File: src/rtl/pma_rx_deserializer.sv
// rtl/pma_rx_deserializer.sv - RX PMA deserializer with K28.5 comma alignment
//
// Purpose: rebuilds 10-bit symbols from a serial stream (bit 0 first on the
// wire). Symbol boundaries are found by K28.5 comma detection, and a comma
// found off the current boundary moves the boundary to it.
//
// Ports:
//   Bit_Rate_10  in   bit clock, rising edge
//   Rst          in   asynchronous active-high reset
//   Rx_In        in   serial data
//   Rx_Valid     in   qualifies Rx_In; low holds all state
//   Data_out     out  reconstructed symbol, bit 0 = earliest bit
//   Data_Valid   out  one-cycle strobe, new symbol on Data_out
//   Comma_Det    out  strobed symbol is a K28.5 comma
//   Locked       out  symbol alignment established
//   Realign      out  one-cycle pulse, boundary moved while locked

module pma_rx_deserializer #(
    parameter int                    DATA_WIDTH = 10,
    parameter logic [DATA_WIDTH-1:0] COMMA_NEG  = 10'h17C,
    parameter logic [DATA_WIDTH-1:0] COMMA_POS  = 10'h283
) (
    input  logic                  Bit_Rate_10,
    input  logic                  Rst,
    input  logic                  Rx_In,
    input  logic                  Rx_Valid,
    output logic [DATA_WIDTH-1:0] Data_out,
    output logic                  Data_Valid,
    output logic                  Comma_Det,
    output logic                  Locked,
    output logic                  Realign
);

    localparam logic [3:0] FILL_FULL  = 4'd10;
    localparam logic [3:0] PHASE_LAST = 4'd9;
    localparam logic [3:0] NC_LAST    = 4'd15;

    // One-hot-style encoding; 2'b00 and 2'b11 are illegal and recover to HUNT.
    typedef enum logic [1:0] {
        S_HUNT   = 2'b01,
        S_LOCKED = 2'b10
    } state_t;

    state_t                r_state;
    logic [DATA_WIDTH-1:0] r_sr;
    logic [3:0]            r_fill;
    logic [3:0]            r_phase;
    logic [3:0]            r_nc;
    logic [DATA_WIDTH-1:0] r_dout;
    logic                  r_dv;
    logic                  r_cd;
    logic                  r_locked;
    logic                  r_rl;

    state_t                w_state_n;
    logic [DATA_WIDTH-1:0] w_sr_n;
    logic [3:0]            w_fill_n;
    logic [3:0]            w_phase_n;
    logic [3:0]            w_nc_n;
    logic [DATA_WIDTH-1:0] w_dout_n;
    logic                  w_dv_n;
    logic                  w_cd_n;
    logic                  w_rl_n;

    logic [DATA_WIDTH-1:0] w_win;
    logic [3:0]            w_fill_inc;
    logic                  w_match;

    // Window as it will look after this cycle's shift.
    assign w_win      = {Rx_In, r_sr[DATA_WIDTH-1:1]};
    assign w_fill_inc = (r_fill == FILL_FULL) ? FILL_FULL : r_fill + 4'd1;
    assign w_match    = Rx_Valid && (w_fill_inc == FILL_FULL) &&
                        ((w_win == COMMA_NEG) || (w_win == COMMA_POS));

    always_comb begin
        w_state_n = r_state;
        w_sr_n    = r_sr;
        w_fill_n  = r_fill;
        w_phase_n = r_phase;
        w_nc_n    = r_nc;
        w_dout_n  = r_dout;
        w_dv_n    = 1'b0;
        w_cd_n    = 1'b0;
        w_rl_n    = 1'b0;

        if (Rx_Valid) begin
            w_sr_n   = w_win;
            w_fill_n = w_fill_inc;
        end

        case (r_state)
            S_HUNT: begin
                if (w_match) begin
                    w_state_n = S_LOCKED;
                    w_phase_n = 4'd0;
                    w_nc_n    = 4'd0;
                    w_dout_n  = w_win;
                    w_dv_n    = 1'b1;
                    w_cd_n    = 1'b1;
                end
            end
            S_LOCKED: begin
                if (Rx_Valid) begin
                    if (r_phase == PHASE_LAST) begin
                        // Aligned symbol boundary.
                        w_phase_n = 4'd0;
                        w_dout_n  = w_win;
                        w_dv_n    = 1'b1;
                        w_cd_n    = w_match;
                        if (w_match) begin
                            w_nc_n = 4'd0;
                        end else if (r_nc == NC_LAST) begin
                            // 16th comma-free symbol: drop lock, refill window.
                            w_state_n = S_HUNT;
                            w_fill_n  = 4'd0;
                            w_nc_n    = 4'd0;
                        end else begin
                            w_nc_n = r_nc + 4'd1;
                        end
                    end else if (w_match) begin
                        // Comma off the current boundary: restart the symbol here.
                        w_phase_n = 4'd0;
                        w_nc_n    = 4'd0;
                        w_dout_n  = w_win;
                        w_dv_n    = 1'b1;
                        w_cd_n    = 1'b1;
                        w_rl_n    = 1'b1;
                    end else begin
                        w_phase_n = r_phase + 4'd1;
                    end
                end
            end
            default: begin
                w_state_n = S_HUNT;
                w_fill_n  = 4'd0;
                w_phase_n = 4'd0;
                w_nc_n    = 4'd0;
            end
        endcase
    end

    always_ff @(posedge Bit_Rate_10 or posedge Rst) begin
        if (Rst) begin
            r_state  <= S_HUNT;
            r_sr     <= '0;
            r_fill   <= 4'd0;
            r_phase  <= 4'd0;
            r_nc     <= 4'd0;
            r_dout   <= '0;
            r_dv     <= 1'b0;
            r_cd     <= 1'b0;
            r_locked <= 1'b0;
            r_rl     <= 1'b0;
        end else begin
            r_state  <= w_state_n;
            r_sr     <= w_sr_n;
            r_fill   <= w_fill_n;
            r_phase  <= w_phase_n;
            r_nc     <= w_nc_n;
            r_dout   <= w_dout_n;
            r_dv     <= w_dv_n;
            r_cd     <= w_cd_n;
            r_locked <= (w_state_n == S_LOCKED);
            r_rl     <= w_rl_n;
        end
    end

    assign Data_out   = r_dout;
    assign Data_Valid = r_dv;
    assign Comma_Det  = r_cd;
    assign Locked     = r_locked;
    assign Realign    = r_rl;

endmodule

File: config.mk
export PLATFORM = sky130hd
export DESIGN_NAME = pma_rx_deserializer
export DESIGN_NICKNAME = d
export VERILOG_FILES = /design/src/rtl/pma_rx_deserializer.sv
export SDC_FILE = /design/constraint.sdc
export NUM_CORES = 1
export LEC_CHECK = 0
export ABC_AREA = 1
export BUFFER_PORTS_ARGS = -buffer_cell sky130_fd_sc_hd__buf_2
export CAP_MARGIN = 10
export CORE_MARGIN = 1.5
export CORE_UTILIZATION = 58
export CTS_CLUSTER_DIAMETER = 40
export DETAILED_ROUTE_END_ITERATION = 10
export PLACE_DENSITY_LB_ADDON = 0.25
export SETUP_SLACK_MARGIN = 0.05
export SYNTH_ARGS = -nofsm -noshare
export SYNTH_HDL_FRONTEND = slang
export SYNTH_SLANG_ARGS = --single-unit
export TNS_END_PERCENT = 100
File: constraint.sdc
create_clock -name Bit_Rate_10 -period 2.4 [get_ports Bit_Rate_10]
set_input_delay 0.12 -clock Bit_Rate_10 [delete_from_list [all_inputs] [get_ports Bit_Rate_10]]
set_output_delay 0.12 -clock Bit_Rate_10 [all_outputs]
set_load 0.05 [all_outputs]
==> out/qor.csv, run 1 <==
stage,metric,value,unit
timing,Clock Skews,0.0145,ns
clock_tree,clk sinks,37,
drt,Via-to-Cell Ratio,5.00,
drt,DRT antenna net count,0,
final_layout,"commonest non-fill, non-tap cell in the layout",nand2_1,
min_path,hold path depth,3,
drt,wire length per cell,10.5,µm
drt,total number of vias,1475,
drt,drt initial violations,106,
drt,First-pass DRT Iterations,4,
timing,crit share post-route,83.3,%
synth,Synth Register Bits,37,
global_route,initial antenna violation count,0,
placed_design,RePlAce Congestion,0.846,
synth,Synth Instances,228,
flow_run,Max-Cap Viols,0,
floorplan,# rows,20,
clock_tree,clk root buf,clkbuf_4,
placed_design,# port buffers,17,
critical_path,CP endpoint kind,flop,
clock_tree,Clock Tree Buf Depth,2,
outcome,status,completed,
critical_path,CP Class,reg2reg,
synth,Yosys Warn Count,0,
clock_tree,CTS tree,yes,
final_layout,Syn-to-layout area delta,9.95,%
floorplan,initial core utilization,61.6,%
floorplan,io pins,18,
final_layout,ANT cells,0,
timing,Rel. slew slack,63.3,%
global_route,pin count of the biggest net entering global routing,38,
pwr,maximum vdd ir drop,0.424,mV
final_layout,most frequent cells in the layout,"52 x nand2_1, 36 x dfrtp_1, 31 x inv_1",
critical_path,R2R setup slack,0.40,ns
critical_path,Crit path arrival time,2.23,ns
critical_path,FF-to-FF Start,r_fill[0]$_DFF_PP0_,
synth,sequential cell area fraction in the yosys report,48.5,%
global_route,total grt overflow,0,
global_route,number of global-route vias before repair,1373,
clock_tree,clock latency on the worst-skew pair,0.34,ns
clock_tree,cts bufs inserted,5,
synth,Mapped Area,1910,µm²
critical_path,worst r2r dst,Data_out[2]$_DFFE_PP0P_,
global_route,first-pass GRT wire length,5690,µm
critical_path,Max Fanout on Critical Path,21,
final_layout,Finished Core Util,67.7,%
drt,WL final,3100,µm
global_route,Tot GR Track Use,20.6,%
placed_design,dpl cell area,2030,µm²
timing,crit path time final,2.00,ns
timing,Final Hold Viols,0,
min_path,Hold WC Path Type,in2reg,
timing,FMAX,0.500,GHz
timing,Final setup viols,0,
timing,Max Slew Vio Count,0,
pwr,power per cell area,660,nW/µm²
clock_tree,H-tree lvl count,2,
clock_tree,post-cts resize count,0,
critical_path,Worst EP required,2.63,ns
synth,Avg Inst Size Synth,8.38,µm²
critical_path,R2R depth,10,
timing,slew at the pin closest to its max-slew limit,0.549,ns
critical_path,Crit. Startpoint,r_fill[0]$_DFF_PP0_,
synth,count of different cell masters after synthesis,26,
floorplan,die area,3650,µm²
floorplan,Die X,60.4,µm
placed_design,hpwl dp,2270,µm
floorplan,core area,3100,µm²
synth,syn nets,239,
timing,unrepaired setup endpoints after global routing,no,
critical_path,CP Capture Point,Data_out[2]$_DFFE_PP0P_,
clock_tree,Worst-path clk slew,0.12,ns
timing,Setup TNS,0,ns
final_layout,share of cells above drive strength 1,21.1,%
final_layout,final net count,261,
floorplan,Die Y,60.4,µm
pwr,Lkg Pwr,1.01,nW
critical_path,type of origin of the critical path,flop,
pwr,"Power, Total",1.39,mW
drt,Post-route DRC,0,
final_layout,Finished Cell Area,2100,µm²
final_layout,fill cell count,274,
per-stage QoR:
step	hold slack, ns	cells	setup WS [ns]
global route	0.0372	295	0.157
global placement	0.249	286	0.456
floorplan	0.241	228	0.742
CTS	0.0209	295	0.384
finish	0.0338	295	0.401
detailed placement	0.251	286	0.392
per-layer routing:
layer	vias up	GRT usage, %	share of wire (%)
met5	-	0	0
met2	32	30.3	42
met1	661	30.1	52
met3	5	4.05	4.3
li1	777	-	-
met4	0	8.25	1.5
kinds of logic (layout without fill, tap and decap cells):
group	count (synthesis)	count (layout)	share of synthesized area, %
AND/OR/NAND/NOR	96	96	22.1
AO/OA/AOI/OAI	48	48	15.3
flip-flops	37	37	48.5
buffers and inverters	37	60	8.12
adder cells (fa/ha/maj)	7	7	4.58
XOR/XNOR	3	3	1.38
report_power, final:
part           total [mW]  switching (mW)  internal (mW)
combinational       0.324           0.223          0.101
sequential          0.738          0.0544          0.684
clock               0.323           0.207          0.116
total                1.39           0.484          0.901
synthesized netlist by cell type:
cell      count  area (µm²)
nand3b_1      1        7.51
nor4_1        1        6.26
o211ai_1      1        7.51
a31oi_1       1        6.26
buf_6         2        22.5
nor2_1       15        56.3
nor2_2        1        6.26
o21ai_0      30         150
xor2_1        3        26.3
inv_2         1        3.75
nor3_1        2        10.0
nand3_1      10        50.1
nand2_2      10        62.6
a21oi_2       1        8.76
nand4_1       3        18.8
a211oi_1      1        7.51
ha_1          7        87.6
inv_1        31         116
clkbuf_1      2        7.51
o21ai_2      11        96.3
buf_2         1        5.00
nand3_2       1        10.0
dfrtp_1      36         901
nand2_1      52         195
a21oi_1       3        15.0
dfstp_2       1        26.3
sequential cells by signal, summed over array words and instances, names as in the netlist:
signal      count
Data_out       10
r_phase         4
Data_Valid      1
r_state         2
Comma_Det       1
Locked          1
r_nc            4
Realign         1
r_sr            9
r_fill          4
what timing repair did:
item,in CTS,in global routing
endpoints found under the hold margin,36,0
hold buffers,1,0
buffers inserted,0,0
worst max-delay path: stages, from the launching register on:
cell,delay (ns)
dfrtp_1,0.40
inv_1,0.07
ha_1,0.31
inv_1,0.06
nand3_1,0.08
nor2_2,0.12
nand3_2,0.17
o21ai_2,0.11
nand2_2,0.33
nand2_1,0.18
o21ai_2,0.06
worst min-delay path by stage:
stage,startpoint,endpoint,slack (ns)
floorplan,Rx_In,r_sr[9]$_DFFE_PP0P_,0.24
global placement,Rst,r_nc[3]$_DFFE_PP0P_,0.25
detailed placement,Rst,r_nc[3]$_DFFE_PP0P_,0.25
CTS,Rx_In,r_sr[9]$_DFFE_PP0P_,0.02
global route,Rx_In,r_sr[9]$_DFFE_PP0P_,0.04
finish,Rx_In,r_sr[9]$_DFFE_PP0P_,0.03
layout make-up:
class,instances,area (µm²),share of cell area [%]
clock buffers,5,37.5,1.79
clock inverters,3,22.5,1.07
inverters,32,120,5.72
multi-input cells,154,828,39.4
flip-flops and latches,37,927,44.1
well taps,44,55.1,2.62
repair buffers,20,110,5.24
No activity file was read; power rests on OpenSTA's default activity.
==> run 2: changes to the inputs <==
==> constraint.sdc (replaced) <==
create_clock -name Bit_Rate_10 -period 1.9 [get_ports Bit_Rate_10]
set_input_delay 0.095 -clock Bit_Rate_10 [delete_from_list [all_inputs] [get_ports Bit_Rate_10]]
set_output_delay 0.095 -clock Bit_Rate_10 [all_outputs]
set_load 0.05 [all_outputs]
==> run 2 against run 1 <==
Net effect:
- design area up 6.7%
- critical endpoint is now Data_out[1]$_DFFE_PP0P_
- fmax increased by 9.5%
- count of clock-buffer cells in the layout unchanged
- sequential power is 28% higher
- hold slack improved by 0.13 ns
- non-clock buffer count is 7 higher
- combinational power increased by 53%
- cell count is 2.4% higher
==> out/qor.csv, run 2 (synthesis results as in run 1) <==
stage,metric,value,unit
global_route,number of global-route vias before repair,1421,
clock_tree,clk root buf,clkbuf_4,
timing,Rel. slew slack,70.5,%
timing,Final WS setup,0.0746,ns
final_layout,storage element area,927,µm²
clock_tree,cts bufs inserted,5,
critical_path,Crit. Startpoint,r_fill[0]$_DFF_PP0_,
placed_design,hpwl dp,2480,µm
flow_run,Max-Cap Viols,0,
final_layout,final net count,268,
timing,Max Slew Vio Count,0,
timing,unrepaired setup endpoints after global routing,yes,
clock_tree,clk sinks,37,
final_layout,Syn-to-layout area delta,17.4,%
critical_path,worst r2r dst,Data_out[1]$_DFFE_PP0P_,
floorplan,die area,3650,µm²
critical_path,CP Class,reg2reg,
global_route,pin count of the biggest net entering global routing,38,
timing,Final setup viols,0,
pwr,maximum vdd ir drop,0.674,mV
global_route,Tot GR Track Use,22.4,%
critical_path,type of origin of the critical path,flop,
drt,wire length per cell,12.1,µm
clock_tree,Clock Tree Buf Depth,2,
critical_path,Max Fanout on Critical Path,21,
final_layout,Finished Core Util,72.3,%
pwr,power per cell area,949,nW/µm²
clock_tree,clock latency on the worst-skew pair,0.36,ns
timing,crit path time final,1.83,ns
critical_path,R2R depth,12,
final_layout,most frequent cells in the layout,"50 x nand2_1, 36 x dfrtp_1, 30 x inv_1, 30 x o21ai_0, 17 x buf_2",
min_path,min-delay src,Rx_Valid,
floorplan,initial core utilization,61.6,%
min_path,Hold Path End,r_fill[0]$_DFF_PP0_,
final_layout,fill cell count,252,
placed_design,# port buffers,17,
final_layout,multi-input logic area,856,µm²
clock_tree,Worst-path clk slew,0.12,ns
final_layout,Largest register FFs,10,
floorplan,# rows,20,
final_layout,ANT cells,0,
pwr,Lkg Pwr,1.07,nW
global_route,first-pass GRT wire length,5990,µm
timing,Final Hold Viols,0,
global_route,total grt overflow,0,
timing,crit share post-route,96.1,%
outcome,status,completed,
floorplan,Die X,60.4,µm
final_layout,"commonest non-fill, non-tap cell in the layout",nand2_1,
critical_path,FF-to-FF Start,r_fill[0]$_DFF_PP0_,
critical_path,R2R setup slack,0.07,ns
floorplan,core area,3100,µm²
clock_tree,CTS tree,yes,
placed_design,Post-Place Worst Slack,0.119,ns
critical_path,Crit path arrival time,2.09,ns
drt,drt initial violations,94,
drt,Post-route DRC,0,
min_path,hold path depth,4,
final_layout,share of cells above drive strength 1,24.8,%
floorplan,io pins,18,
timing,slew at the pin closest to its max-slew limit,0.442,ns
drt,total number of vias,1592,
timing,FMAX,0.548,GHz
critical_path,CP endpoint kind,flop,
drt,WL final,3660,µm
drt,DRT antenna net count,0,
drt,Via-to-Cell Ratio,5.27,
critical_path,Worst EP required,2.16,ns
clock_tree,H-tree lvl count,2,
min_path,Hold WC Path Type,in2reg,
floorplan,Die Y,60.4,µm
drt,First-pass DRT Iterations,5,
global_route,initial antenna violation count,0,
timing,Clock Skews,0.0110,ns
placed_design,RePlAce Congestion,0.852,
[run 2: cell count changes in the layout (fill, tap and decap cells not counted), sizes merged]
cell         delta
inv             +1
bufinv          +2
buf             +6
dlygate4sd3     +1
clkinv          -3
[run 2: worst max path at each step]
| stage | slack [ns] | end | depth (start not counted) |
|---|---|---|---|
| 2_1_floorplan | 0.24 | Data_out[1]$_DFFE_PP0P_ | 11 |
| 3_3_place_gp | 0.19 | Data_out[1]$_DFFE_PP0P_ | 11 |
| 3_5_place_dp | 0.12 | Data_out[1]$_DFFE_PP0P_ | 11 |
| 4_1_cts | 0.07 | r_fill[0]$_DFF_PP0_ | 11 |
| 5_1_grt | -0.008 | Data_out[1]$_DFFE_PP0P_ | 12 |
| 6_report | 0.07 | Data_out[1]$_DFFE_PP0P_ | 12 |
[run 2: per-layer routing]
metal	share of wire (%)	track usage, %
met1	47	29.0
met3	5.7	4.69
met2	47	36.5
met5	0	0
met4	0.82	9.52
[run 2: cell type report]
type                            instances  share of cell area [%]
Clock buffer                            5                    1.67
Timing Repair Buffer                   27                    7.92
Multi-Input combinational cell        154                    38.2
Clock inverter                          3                    3.07
Inverter                               32                    5.36
Sequential cell                        37                    41.4
Tap cell                               44                    2.46
[run 2: what timing repair did]
action                     in CTS  in global routing
resized for setup               0                  6
setup buffers                   0                  3
hold buffers                    2                  0
setup endpoints to repair       0                 21
hold endpoints to repair       37                  0
[run 2: report_power, final]
part           switching, mW  total (mW)  internal [mW]
registers             0.0777       0.942          0.864
logic                  0.324       0.496          0.172
clock network          0.275       0.689          0.414
[run 2: metrics by stage]
stage	instances	setup TNS (ns)	area, µm²	hold WS (ns)	total power [mW]
6_report	302	0	2240	0.159	2.13
5_1_grt	302	-0.0101	2240	0.183	2.26
4_1_cts	299	0	2190	0.151	2.05
3_5_place_dp	289	0	2070	0.223	1.36
3_3_place_gp	289	0	2070	0.227	1.35
2_1_floorplan	228	0	1910	0.216	1.26
[run 2: critical path: stages (launching register included)]
cell,delay [ns]
dfrtp_1,0.45
inv_2,0.11
ha_4,0.14
nand2_1,0.07
nand3_1,0.09
nand3_1,0.10
nor2_2,0.18
nand3_4,0.14
o21ai_2,0.09
nand2_2,0.08
buf_12,0.17
nand2_1,0.08
o21ai_2,0.05
==> run 3: changes to the inputs <==
--- a/config.mk
+++ b/config.mk
@@ -13,6 +13,7 @@
 export CTS_CLUSTER_DIAMETER = 40
 export DETAILED_ROUTE_END_ITERATION = 10
 export PLACE_DENSITY_LB_ADDON = 0.25
+export REMOVE_ABC_BUFFERS = 1
 export SETUP_SLACK_MARGIN = 0.05
 export SYNTH_ARGS = -nofsm -noshare
 export SYNTH_HDL_FRONTEND = slang
==> run 3 against run 2 <==
Net effect:
- design area decreased by 2.7%
- largest power group unchanged
- core utilization decreased by 2.0 points
- fmax increased by 2.3%
==> out/qor.csv, run 3 (synthesis results as in run 1) <==
stage,metric,value,unit
timing,crit path time final,1.78,ns
placed_design,dpl cell area,2060,µm²
clock_tree,cts bufs inserted,5,
clock_tree,clk root buf,clkbuf_4,
global_route,Tot GR Track Use,20.8,%
critical_path,Crit-path slowest cell,dfrtp_1,
final_layout,Finished Cell Area,2180,µm²
clock_tree,Worst-path clk slew,0.10,ns
global_route,total grt overflow,0,
global_route,met3 usage in global routing,4.48,%
drt,total number of vias,1511,
global_route,GR peak layer,met2,
floorplan,Die X,60.4,µm
drt,Via-to-Cell Ratio,5.05,
final_layout,"commonest non-fill, non-tap cell in the layout",nand2_1,
critical_path,largest stage delay on the critical path,0.40,ns
pwr,maximum vdd ir drop,0.535,mV
final_layout,storage element area,927,µm²
pwr,Lkg Pwr,1.04,nW
outcome,status,completed,
critical_path,Crit. Startpoint,r_fill[0]$_DFF_PP0_,
final_layout,Finished Layout Cells,299,
flow_run,Max-Cap Viols,0,
timing,Setup TNS,0,ns
clock_tree,H-tree lvl count,2,
critical_path,CP endpoint kind,flop,
placed_design,# port buffers,17,
global_route,initial antenna violation count,0,
global_route,pin count of the biggest net entering global routing,38,
final_layout,Syn-to-layout area delta,14.1,%
floorplan,Die Y,60.4,µm
placed_design,Cell Count Post-Placement,288,
global_route,number of global-route vias before repair,1323,
timing,Rel. slew slack,69.6,%
drt,Post-route DRC,0,
final_layout,most frequent cells in the layout,"50 x nand2_1, 36 x dfrtp_1, 31 x inv_1",
timing,FMAX,0.560,GHz
global_route,met1 GRT Util,29.6,%
timing,Final WS setup,0.116,ns
final_layout,ANT cells,0,
drt,WL final,3400,µm
critical_path,Crit path arrival time,2.02,ns
final_layout,share of cells above drive strength 1,23.5,%
timing,Clock Skews,0.00527,ns
critical_path,CP Class,reg2reg,
min_path,Hold WC Path Type,in2reg,
timing,Final Hold Viols,0,
critical_path,type of origin of the critical path,flop,
final_layout,Largest register FFs,10,
critical_path,Max Fanout on Critical Path,21,
global_route,met2 Use GR,31.5,%
critical_path,Worst EP required,2.13,ns
global_route,first-pass GRT wire length,5710,µm
final_layout,Finished Core Util,70.3,%
timing,unrepaired setup endpoints after global routing,no,
clock_tree,CTS tree,yes,
drt,drt initial violations,94,
timing,crit share post-route,93.9,%
placed_design,hpwl dp,2330,µm
placed_design,RePlAce Congestion,0.832,
clock_tree,clk sinks,37,
floorplan,die area,3650,µm²
critical_path,critical-path cell list,"inv_1, ha_1, inv_1, nand3_2, nor2_4, nand3_4, o21ai_2, nand2_2, buf_12, nand2_1, o21ai_2",
critical_path,FF-to-FF Start,r_fill[0]$_DFF_PP0_,
floorplan,# rows,20,
final_layout,multi-input logic area,868,µm²
drt,wire length per cell,11.4,µm
drt,First-pass DRT Iterations,4,
floorplan,core area,3100,µm²
min_path,min-delay src,Rx_Valid,
timing,slew at the pin closest to its max-slew limit,0.456,ns
drt,DRT antenna net count,0,
floorplan,initial core utilization,61.6,%
final_layout,fill cell count,235,
clock_tree,clock latency on the worst-skew pair,0.33,ns
timing,Max Slew Vio Count,0,
clock_tree,Clock Tree Buf Depth,2,
floorplan,io pins,18,
final_layout,final net count,266,
placed_design,Post-Place Worst Slack,0.132,ns
pwr,power per cell area,830,nW/µm²
timing,Final setup viols,0,
==> run 3: cell types whose count changed in the layout (fill, tap and decap cells not counted), moves of 2 or more <==
cell and change:
nand3_1 -2, nand3_2 +3, ha_1 +2, bufinv_16 -2, buf_4 -3
==> run 3: path summary, 6_finish.rpt <==
kind	end	slack [ns]	cells past startpoint
max in group asynchronous	r_state[0]$_DFF_PP1_	1.13	4
min in group asynchronous	Data_out[9]$_DFFE_PP0P_	0.41	4
max reg2reg	Data_out[2]$_DFFE_PP0P_	0.12	11
max	Data_out[2]$_DFFE_PP0P_	0.12	11
min reg2reg	Data_out[7]$_DFFE_PP0P_	0.49	2
min	r_fill[0]$_DFF_PP0_	0.18	4
==> run 3: where the power goes <==
part | switching [mW] | internal (mW) | leakage, nW
logic | 0.321 | 0.152 | 0.555
registers | 0.0676 | 0.864 | 0.451
clock network | 0.232 | 0.175 | 0.0314
total | 0.621 | 1.19 | 1.04
==> run 3: cell type report <==
class	count	share of cell area, %
clock buffers	7	2.52
inverters	32	5.51
multi-input cells	155	39.8
flip-flops and latches	37	42.5
well taps	44	2.52
repair buffers	24	7.11
==> run 3: worst max-delay path, delay by kind of cell, from the launching register on <==
family                     cells  cell delay, ns
AOI/OAI and AO/OA              2            0.13
buffers and inverters          3            0.32
DFF                            1            0.40
adders and majority gates      1            0.31
and+or+nand+nor                5            0.53
==> run 3: per-stage QoR <==
step,hold WS (ns),power (mW)
6_report,0.180,1.81
2_1_floorplan,0.203,1.25
3_3_place_gp,0.220,1.35
4_1_cts,0.167,1.76
3_5_place_dp,0.224,1.35
5_1_grt,0.246,1.93
==> run 3: what timing repair did <==
| item | in CTS | in global routing |
|---|---|---|
| buffers inserted | 0 | 1 |
| endpoints found under the setup margin | 0 | 19 |
| gates resized for setup | 0 | 7 |
| hold buffers | 2 | 0 |
| endpoints found under the hold margin | 37 | 0 |
==> run 3: layer usage <==
layer	wire, µm	vias up
met2	1520	20
met3	97	5
met1	1730	701
met5	0	-
met4	48	0
li1	-	785
